## config.mk

```make
export PLATFORM = sky130hd
export DESIGN_NAME = fifo_wptr_full
export DESIGN_NICKNAME = d
export VERILOG_FILES = /design/src/rtl/fifo_wptr_full.sv
export SDC_FILE = /design/constraint.sdc
export NUM_CORES = 1
export LEC_CHECK = 0
export CAP_MARGIN = 10
export CORE_MARGIN = 2
export CORE_UTILIZATION = 58
export DETAILED_ROUTE_END_ITERATION = 10
export DONT_BUFFER_PORTS = 1
export PLACE_DENSITY = 0.74
export SLEW_MARGIN = 20
export SYNTH_ARGS = -nofsm -noshare
export SYNTH_HDL_FRONTEND = slang
export SYNTH_SLANG_ARGS = --single-unit
```

## constraint.sdc

```tcl
create_clock -name wclk -period 2.3 [get_ports wclk]
set_input_delay 0.23 -clock wclk [delete_from_list [all_inputs] [get_ports wclk]]
set_output_delay 0.23 -clock wclk [all_outputs]
set_load 0.005 [all_outputs]
```

## src/rtl/fifo_wptr_full.sv

```systemverilog
// Write-domain side of an asynchronous FIFO: binary/Gray write pointer, read-pointer
// synchroniser, and registered full, almost-full, fill-level and sticky-overflow flags.

package fifo_wptr_full_pkg;

  function automatic logic [31:0] b2g(input logic [31:0] bin);
    return bin ^ (bin >> 1);
  endfunction

  function automatic logic [31:0] g2b(input logic [31:0] gray);
    logic [31:0] bin;
    bin = gray;
    for (int i = 30; i >= 0; i--) begin
      bin[i] = bin[i+1] ^ gray[i];
    end
    return bin;
  endfunction

endpackage

module fifo_wptr_full #(
  parameter int DEPTH        = 8,
  parameter int SYNC_STAGES  = 2,
  parameter int AFULL_THRESH = 6,
  localparam int A           = $clog2(DEPTH),
  localparam int PW          = A + 1
) (
  input  logic          wclk,
  input  logic          wrst,
  input  logic          winc,
  input  logic [PW-1:0] rptr_gray,
  output logic          wen,
  output logic [A-1:0]  waddr,
  output logic [PW-1:0] wptr_gray,
  output logic          wfull,
  output logic          wafull,
  output logic [PW-1:0] wlevel,
  output logic          woverflow
);

  import fifo_wptr_full_pkg::*;

  logic [PW-1:0] r_sync [SYNC_STAGES];
  logic [PW-1:0] r_wbin;
  logic [PW-1:0] r_wgray;
  logic [PW-1:0] r_wlevel;
  logic          r_wfull;
  logic          r_wafull;
  logic          r_woverflow;

  logic          w_wen;
  logic [PW-1:0] w_wq_rptr;
  logic [PW-1:0] w_wq_bin;
  logic [PW-1:0] w_wbin_next;
  logic [PW-1:0] w_wgray_next;
  logic [PW-1:0] w_wlevel_next;
  logic          w_wfull_next;
  logic          w_wafull_next;

  assign w_wq_rptr     = r_sync[SYNC_STAGES-1];
  assign w_wq_bin      = PW'(g2b(32'(w_wq_rptr)));
  assign w_wen         = winc & ~r_wfull;
  assign w_wbin_next   = r_wbin + {{A{1'b0}}, w_wen};
  assign w_wgray_next  = PW'(b2g(32'(w_wbin_next)));
  // Full when the write pointer has lapped the read pointer: top two Gray bits inverted.
  assign w_wfull_next  = (w_wgray_next == {~w_wq_rptr[A:A-1], w_wq_rptr[A-2:0]});
  assign w_wlevel_next = w_wbin_next - w_wq_bin;
  assign w_wafull_next = (32'(w_wlevel_next) >= 32'(AFULL_THRESH));

  // Read-pointer synchroniser chain into the write clock domain.
  always_ff @(posedge wclk or posedge wrst) begin
    if (wrst) begin
      for (int i = 0; i < SYNC_STAGES; i++) begin
        r_sync[i] <= '0;
      end
    end else begin
      r_sync[0] <= rptr_gray;
      for (int i = 1; i < SYNC_STAGES; i++) begin
        r_sync[i] <= r_sync[i-1];
      end
    end
  end

  // Pointer, flag and sticky-overflow registers.
  always_ff @(posedge wclk or posedge wrst) begin
    if (wrst) begin
      r_wbin      <= '0;
      r_wgray     <= '0;
      r_wlevel    <= '0;
      r_wfull     <= 1'b0;
      r_wafull    <= 1'b0;
      r_woverflow <= 1'b0;
    end else begin
      r_wbin      <= w_wbin_next;
      r_wgray     <= w_wgray_next;
      r_wlevel    <= w_wlevel_next;
      r_wfull     <= w_wfull_next;
      r_wafull    <= w_wafull_next;
      r_woverflow <= r_woverflow | (winc & r_wfull);
    end
  end

  assign wen       = w_wen;
  assign waddr     = r_wbin[A-1:0];
  assign wptr_gray = r_wgray;
  assign wfull     = r_wfull;
  assign wafull    = r_wafull;
  assign wlevel    = r_wlevel;
  assign woverflow = r_woverflow;

endmodule

```

Yosys cells after proc, flatten, opt, wreduce, memory -nomap -nowiden
Cells that the tools add are included.

Bits in registers: 23. Bits of input ports: 7. Output and inout bits: 15. Word-level logic and storage cells: 21.

Add/subtract/negate cells: 2. Magnitude comparators: 1. Equality and inequality tests: 1. Bitwise logic cells: 9.

Operator list (count): $add A4 B1 Y4 (1); $eq A4 B4 Y1 (1); $ge A4 B3 Y1 const B (1); $sub A4 B4 Y4 (1); $xor A4 B3 Y4 (1); $xor A1 B1 Y1 (3); $and A1 B1 Y1 (2); $not A2 Y2 (1); $not A1 Y1 (1); $or A1 B1 Y1 (1).

Depth between registers and ports, before layout
Gate-level depths: netlist of the first run.

Depth in word-level cells: 5. Depth in mapped cells: 9. Gate-level depth less buffers: 9.

Worst setup path before layout of the first run
No wires, ideal clock.

Kind: register -> register. From: register r_wfull, in the netlist wfull. To: register r_wafull, in the netlist wafull. Setup time: 0.118 ns. Arrival time: 2.114 ns. Required time: 2.182 ns. Path slack: 0.068 ns. Stages on the path, launching flop included: 10. Path buffers: 0. Clock period less this slack: 2.232 ns. Cells stage by stage: dfrtp_1 nor2b_1 ha_1 ha_1 xor2_2 ha_1 a21oi_1 o21ai_0 xor3_1 a21o_1.

Longest elaborated chain between the ends: 5.

Ends and longest elaborated chain: start, declared (line 47) `logic r_wfull;`; start signal, assigned (line 97) `r_wfull <= w_wfull_next;`; $not A1 Y1 (line 62) `assign w_wen = winc & ~r_wfull;`; $and A1 B1 Y1 (line 62); via wen (line 32) `output logic wen,`; $add A4 B1 Y4 (line 63) `assign w_wbin_next = r_wbin + {{A{1'b0}}, w_wen};`; via w_wbin_next[2] (line 54) `logic [PW-1:0] w_wbin_next;`; $sub A4 B4 Y4 (line 67) `assign w_wlevel_next = w_wbin_next - w_wq_bin;`; via w_wlevel_next[3] (line 56) `logic [PW-1:0] w_wlevel_next;`; $ge A4 B3 Y1 (line 68) `assign w_wafull_next = (32'(w_wlevel_next) >= 32'(AFULL_THRESH));`; via w_wafull_next (line 58) `logic w_wafull_next;`; end signal, assigned (line 98) `r_wafull <= w_wafull_next;`; end, declared (line 48) `logic r_wafull;`.

The timed path passes the listed nets, and every way through them passes these cells.

Worst setup path in the final report of the first run
From: register r_wfull, in the netlist wfull. To: register r_wafull, in the netlist wafull.

Longest elaborated chain between the ends: 5.

Ends and longest elaborated chain (line): $not A1 Y1 (62); $and A1 B1 Y1 (62); $add A4 B1 Y4 (63); via w_wbin_next[2] (54); $sub A4 B4 Y4 (67); via w_wlevel_next[3] (56); $ge A4 B3 Y1 (68); via w_wafull_next (58).

The timed path passes the listed nets, and every way through them passes these cells.

==> metrics, run 1 <==
DPL Wire Length=845 um; clock latency on the worst-skew pair=0.29 ns; number of library cell types mapped by synthesis=17; CP endpoint kind=register; drt initial violations=4; sequential share of the synthesized area=0.627; WHS=0.0557 ns; Worst slew margin=0.482; first-pass GRT wire length=2060 um; Tmin final=2.17 ns; cells on worst reg2reg path=9; ratio of cells with drive above 1 in the final layout=0.153; initial antenna violation count=0; clock root buffer=clkbuf_4; Peak Freq=462 MHz; vias in the first global route=492; # port buffers=0; hold path depth=1; commonest cells after routing, fill and taps aside=22 x dfrtp_1, 7 x inv_1, 5 x xnor2_1, 5 x xor2_1, 5 x dlygate4sd3_1; Post-Syn Nets=73; flops & latches, synth=22; largest net degree at the start of global routing=23; WL/cell=12.9 um; gr usage total=0.154; unrepaired setup endpoints after global routing=no; Initial Util=0.604; maxcap violations=0; Area Overhead vs Synth=15.0%; Final Hold Violating Endpoints=0; status=complete, no violations; syn_area_per_cell=14.6 um^2; Final nets=86; Chip Height=42.9 um; clk_skew=0.00529 ns; Inserted Clock Buffers=3; PwrDens=1490 nW/um^2; Remaining DRCs=0; Reg-to-Reg End=wafull$_DFF_PP0_; number of fill cells=105; Max Transition Viols Final=0; Placed Cells=79; CORE AREA=1450 um^2; clock sink count=22; row cnt=14; Placer Congestion=0.790; Reg clk slew, reported paths=0.11 ns; setup_tns=0 ns; CTS tree=yes; drt total wl=1130 um; CP startpoint kind=register; die area=1840 um^2; Min-Delay Startpoint=winc; worst-margin pin slew=0.776 ns; Post-CTS Repair Setup Buffers=0; total grt overflow=0; Tcrit/Tclk final=0.942; htree depth=1; worst r2r src=wfull$_DFF_PP0_; ANT cells=0; Worst EP arrival=2.36 ns; worst hold endpoint=woverflow$_DFF_PP0_; Die W=42.9 um; Required @ worst endpoint=2.49 ns; Via-to-Cell Ratio=5.14; 1st-pass router iterations=2; flop2flop setup slack=0.13 ns; Finished Layout Cells=88; Critical Path Fanout Max=3; worst vdd ir=1.03 mV; total number of vias=452; post-synthesis instance area=878 um^2; Lkg Pwr=0.000483 uW; Syn Inst Count=60; commonest non-fill, non-tap cell in the layout=dfrtp_1; synth warn=0; WS Path Type=reg -> reg; # IOs=22; Max Buffers Root-to-Sink=2; worst min path class=in -> reg; antenna-violating nets left=0; # setup viols final=0
cell families (layout without fill, tap and decap cells):
kind of cell | Yosys count | in the layout | synth area share
AO/OA/AOI/OAI | 5 | 5 | 0.0370
XOR/XNOR | 13 | 13 | 0.164
adder cells (fa/ha/maj) | 6 | 6 | 0.0940
buffers and inverters | 7 | 19 | 0.0299
flip-flops | 22 | 22 | 0.627
AND/OR/NAND/NOR | 7 | 7 | 0.0484
synth_stat cells:
master | count | area share
a22oi_1 | 1 | 0.0086
o21ai_0 | 1 | 0.0057
dfrtp_1 | 22 | 0.63
xor2_1 | 5 | 0.050
xor3_1 | 1 | 0.027
a21o_1 | 2 | 0.017
xnor2_1 | 5 | 0.050
xor2_2 | 2 | 0.037
ha_1 | 5 | 0.071
or3_1 | 2 | 0.014
nor2b_1 | 1 | 0.0071
nand3_2 | 1 | 0.011
nand3_1 | 2 | 0.011
fa_1 | 1 | 0.023
nand2_1 | 1 | 0.0043
a21oi_1 | 1 | 0.0057
inv_1 | 7 | 0.030
power breakdown:
group	total, uW	switching [uW]	internal, uW
combinational	670	332	337
sequential	632	95.7	537
clock	201	105	96.3
total	1500	533	971
registers in the layout, summed over array words and instances (netlist names):
signal,count
wafull,1
wfull,1
wptr_gray,3
r_wbin,4
woverflow,1
wlevel,4
r_sync,4
w_wq_rptr,4
what timing repair did:
item	4_1_cts	5_1_grt
hold endpoints to repair	26	0
hold buffers	5	0
endpoints found under the setup margin	0	1
gates resized for setup	0	2
worst max path at each step:
stage | cells after the start | end | start | slack, ns
floorplan | 9 | wafull$_DFF_PP0_ | wfull$_DFF_PP0_ | 0.07
global placement | 9 | wafull$_DFF_PP0_ | wfull$_DFF_PP0_ | 0.12
detailed placement | 9 | wafull$_DFF_PP0_ | wfull$_DFF_PP0_ | 0.05
CTS | 9 | wafull$_DFF_PP0_ | wfull$_DFF_PP0_ | 0.03
global route | 9 | wafull$_DFF_PP0_ | wfull$_DFF_PP0_ | 0.0004
finish | 9 | wafull$_DFF_PP0_ | wfull$_DFF_PP0_ | 0.13
routing by layer:
layer  global-route usage  up-vias  wire length, um
met3               0.0340        0               74
met5                    0        -                0
met4               0.0563        0                0
met2                0.264       19              586
met1                0.191      222              471
li1                     -      211                -
worst max-delay path, cell delays in order (launching register included):
cell	delay, ns
dfrtp_1	0.42
nor2b_1	0.17
ha_2	0.22
ha_1	0.19
xor2_2	0.10
ha_1	0.34
nand2_1	0.06
o21ai_1	0.14
xor3_1	0.26
a21o_1	0.16
stage by stage:
step / total power, uW / instance area [um^2] / setup slack (ns) / utilization
after CTS: 1530 / 1010 / 0.0343 / 0.693
after detailed placement: 1320 / 921 / 0.0525 / 0.633
after global placement: 1290 / 921 / 0.117 / 0.633
final: 1500 / 1010 / 0.134 / 0.694
after floorplan: 1140 / 878 / 0.0681 / -
after global routing: 1650 / 1010 / 0.000386 / 0.694
final cells by class:
cell class	instances	area, um^2	area share
multi-input combinational	31	304	0.301
clock buffer	4	36.3	0.0359
inverter	7	26.3	0.0260
timing repair buffer	8	72.6	0.0719
sequential	22	551	0.545
tap	16	20.0	0.0198
Note: power is estimated with default switching activity, not from simulation.
==> run 2, diff against run 1 <==
- PLACE_DENSITY: 0.74 -> 0.82
- SLEW_MARGIN: 20 -> not set
==> metrics, run 2 (synthesis results as in run 1) <==
status=complete, no violations; Lkg Pwr=0.000493 uW; clock root buffer=clkbuf_4; Remaining DRCs=0; unrepaired setup endpoints after global routing=no; first-pass GRT wire length=1990 um; commonest non-fill, non-tap cell in the layout=dfrtp_1; Multi-input gate area=307 um^2; clock sink count=22; CP startpoint kind=register; Area Overhead vs Synth=17.0%; Reg clk slew, reported paths=0.12 ns; Chip Height=42.9 um; Finished Layout Cells=90; met2 Use GR=0.242; largest net degree at the start of global routing=23; clk_skew=0.00893 ns; PwrDens=1530 nW/um^2; commonest cells after routing, fill and taps aside=22 x dfrtp_1, 7 x inv_1; CORE AREA=1450 um^2; worst-margin pin slew=0.796 ns; Peak Freq=462 MHz; total power=1570 uW; pre-CTS setup slack=0.0872 ns; vias in the first global route=483; number of fill cells=104; drt initial violations=2; Reg-to-Reg End=wafull$_DFF_PP0_; WS Path Type=reg -> reg; Required @ worst endpoint=2.50 ns; WL/cell=14.1 um; Worst EP arrival=2.37 ns; worst stage delay on the critical path=0.44 ns; Final nets=88; # setup viols final=0; Max Transition Viols Final=0; register area=551 um^2; htree depth=1; setup_tns=0 ns; 1st-pass router iterations=4; worst r2r src=w_wq_rptr[3]$_DFF_PP0_; # port buffers=0; total grt overflow=0; CP most frequent cell=xnor2_1; row cnt=14; Die W=42.9 um; most used routing layer in global routing=met2; CP max-delay cell=dfrtp_1; Setup crit start=w_wq_rptr[3]$_DFF_PP0_; gr usage total=0.158; Critical Path Fanout Max=4; worst min path class=in -> reg; Setup WS post-layout=0.135 ns; Placer Congestion=0.692; Final Hold Violating Endpoints=0; ANT cells=0; initial antenna violation count=0; Tcrit/Tclk final=0.941; # IOs=22; total number of vias=464; die area=1840 um^2; DPL Wire Length=908 um; ratio of cells with drive above 1 in the final layout=0.189; maxcap violations=0; critical path, cell by cell=xnor2_1, xor2_1, xnor2_1, ha_1, fa_1, xnor2_1, a21o_1; Inserted Clock Buffers=3; CTS tree=yes; GR Util met3=0.0255; antenna-violating nets left=0; GR Layer Usage met1=0.192; WHS=0.0317 ns; flop2flop setup slack=0.13 ns; worst vdd ir=0.713 mV; Via-to-Cell Ratio=5.16; cells on worst reg2reg path=7; CP endpoint kind=register; Worst slew margin=0.469; clock latency on the worst-skew pair=0.31 ns; Max Buffers Root-to-Sink=2; drt total wl=1270 um; Tmin final=2.17 ns; Setup crit end=wafull$_DFF_PP0_; Initial Util=0.604; Placed Cells=78
-- run 2: cell count changes in the layout (fill, tap and decap cells not counted) --
cell,before,now
nor2b_2,0,1
nor2b_1,1,0
buf_4,3,5
-- run 2: worst max-delay path: cells and delay by family (launching register included) --
family,cells,cell delay (ns)
XOR/XNOR,4,0.83
flip-flops,1,0.44
adder cells (fa/ha/maj),2,0.61
AO/OA/AOI/OAI,1,0.19
-- run 2: what timing repair did --
item                       4_1_cts  5_1_grt
hold buffers                     5        0
hold endpoints to repair        26        0
setup endpoints to repair        0        1
gates resized for setup          0        3
setup buffers                    0        3
-- run 2: layout make-up --
type / count / share of cell area
inverters: 7 / 0.0256
well taps: 16 / 0.0195
flip-flops and latches: 22 / 0.536
clock buffers: 4 / 0.0353
multi-input cells: 31 / 0.298
repair buffers: 10 / 0.0853
-- run 2: per-layer routing --
layer | up-vias | part of all wire
li1 | 220 | -
met1 | 224 | 0.41
met2 | 16 | 0.49
met3 | 4 | 0.053
met4 | 0 | 0.045
met5 | - | 0
-- run 2: worst min-delay path by stage --
stage	slack, ns	end	start	cells after the start
6_report	0.03	woverflow$_DFF_PP0_	winc	1
5_1_grt	0.02	woverflow$_DFF_PP0_	winc	1
4_1_cts	0.03	woverflow$_DFF_PP0_	winc	1
3_5_place_dp	0.26	r_sync[4]$_DFF_PP0_	rptr_gray[0]	0
3_3_place_gp	0.26	r_sync[4]$_DFF_PP0_	rptr_gray[0]	0
2_1_floorplan	0.22	r_sync[4]$_DFF_PP0_	wrst	1
-- run 2: metrics by stage --
step,util,area (um^2)
after floorplan,-,878
after global placement,0.628,913
after detailed placement,0.628,913
after CTS,0.688,1000
after global routing,0.707,1030
final,0.707,1030
-- run 2: report_power, final --
part,switching (uW),internal (uW)
clock,110,96.7
combinational,358,366
sequential,98.7,537
total,567,1000
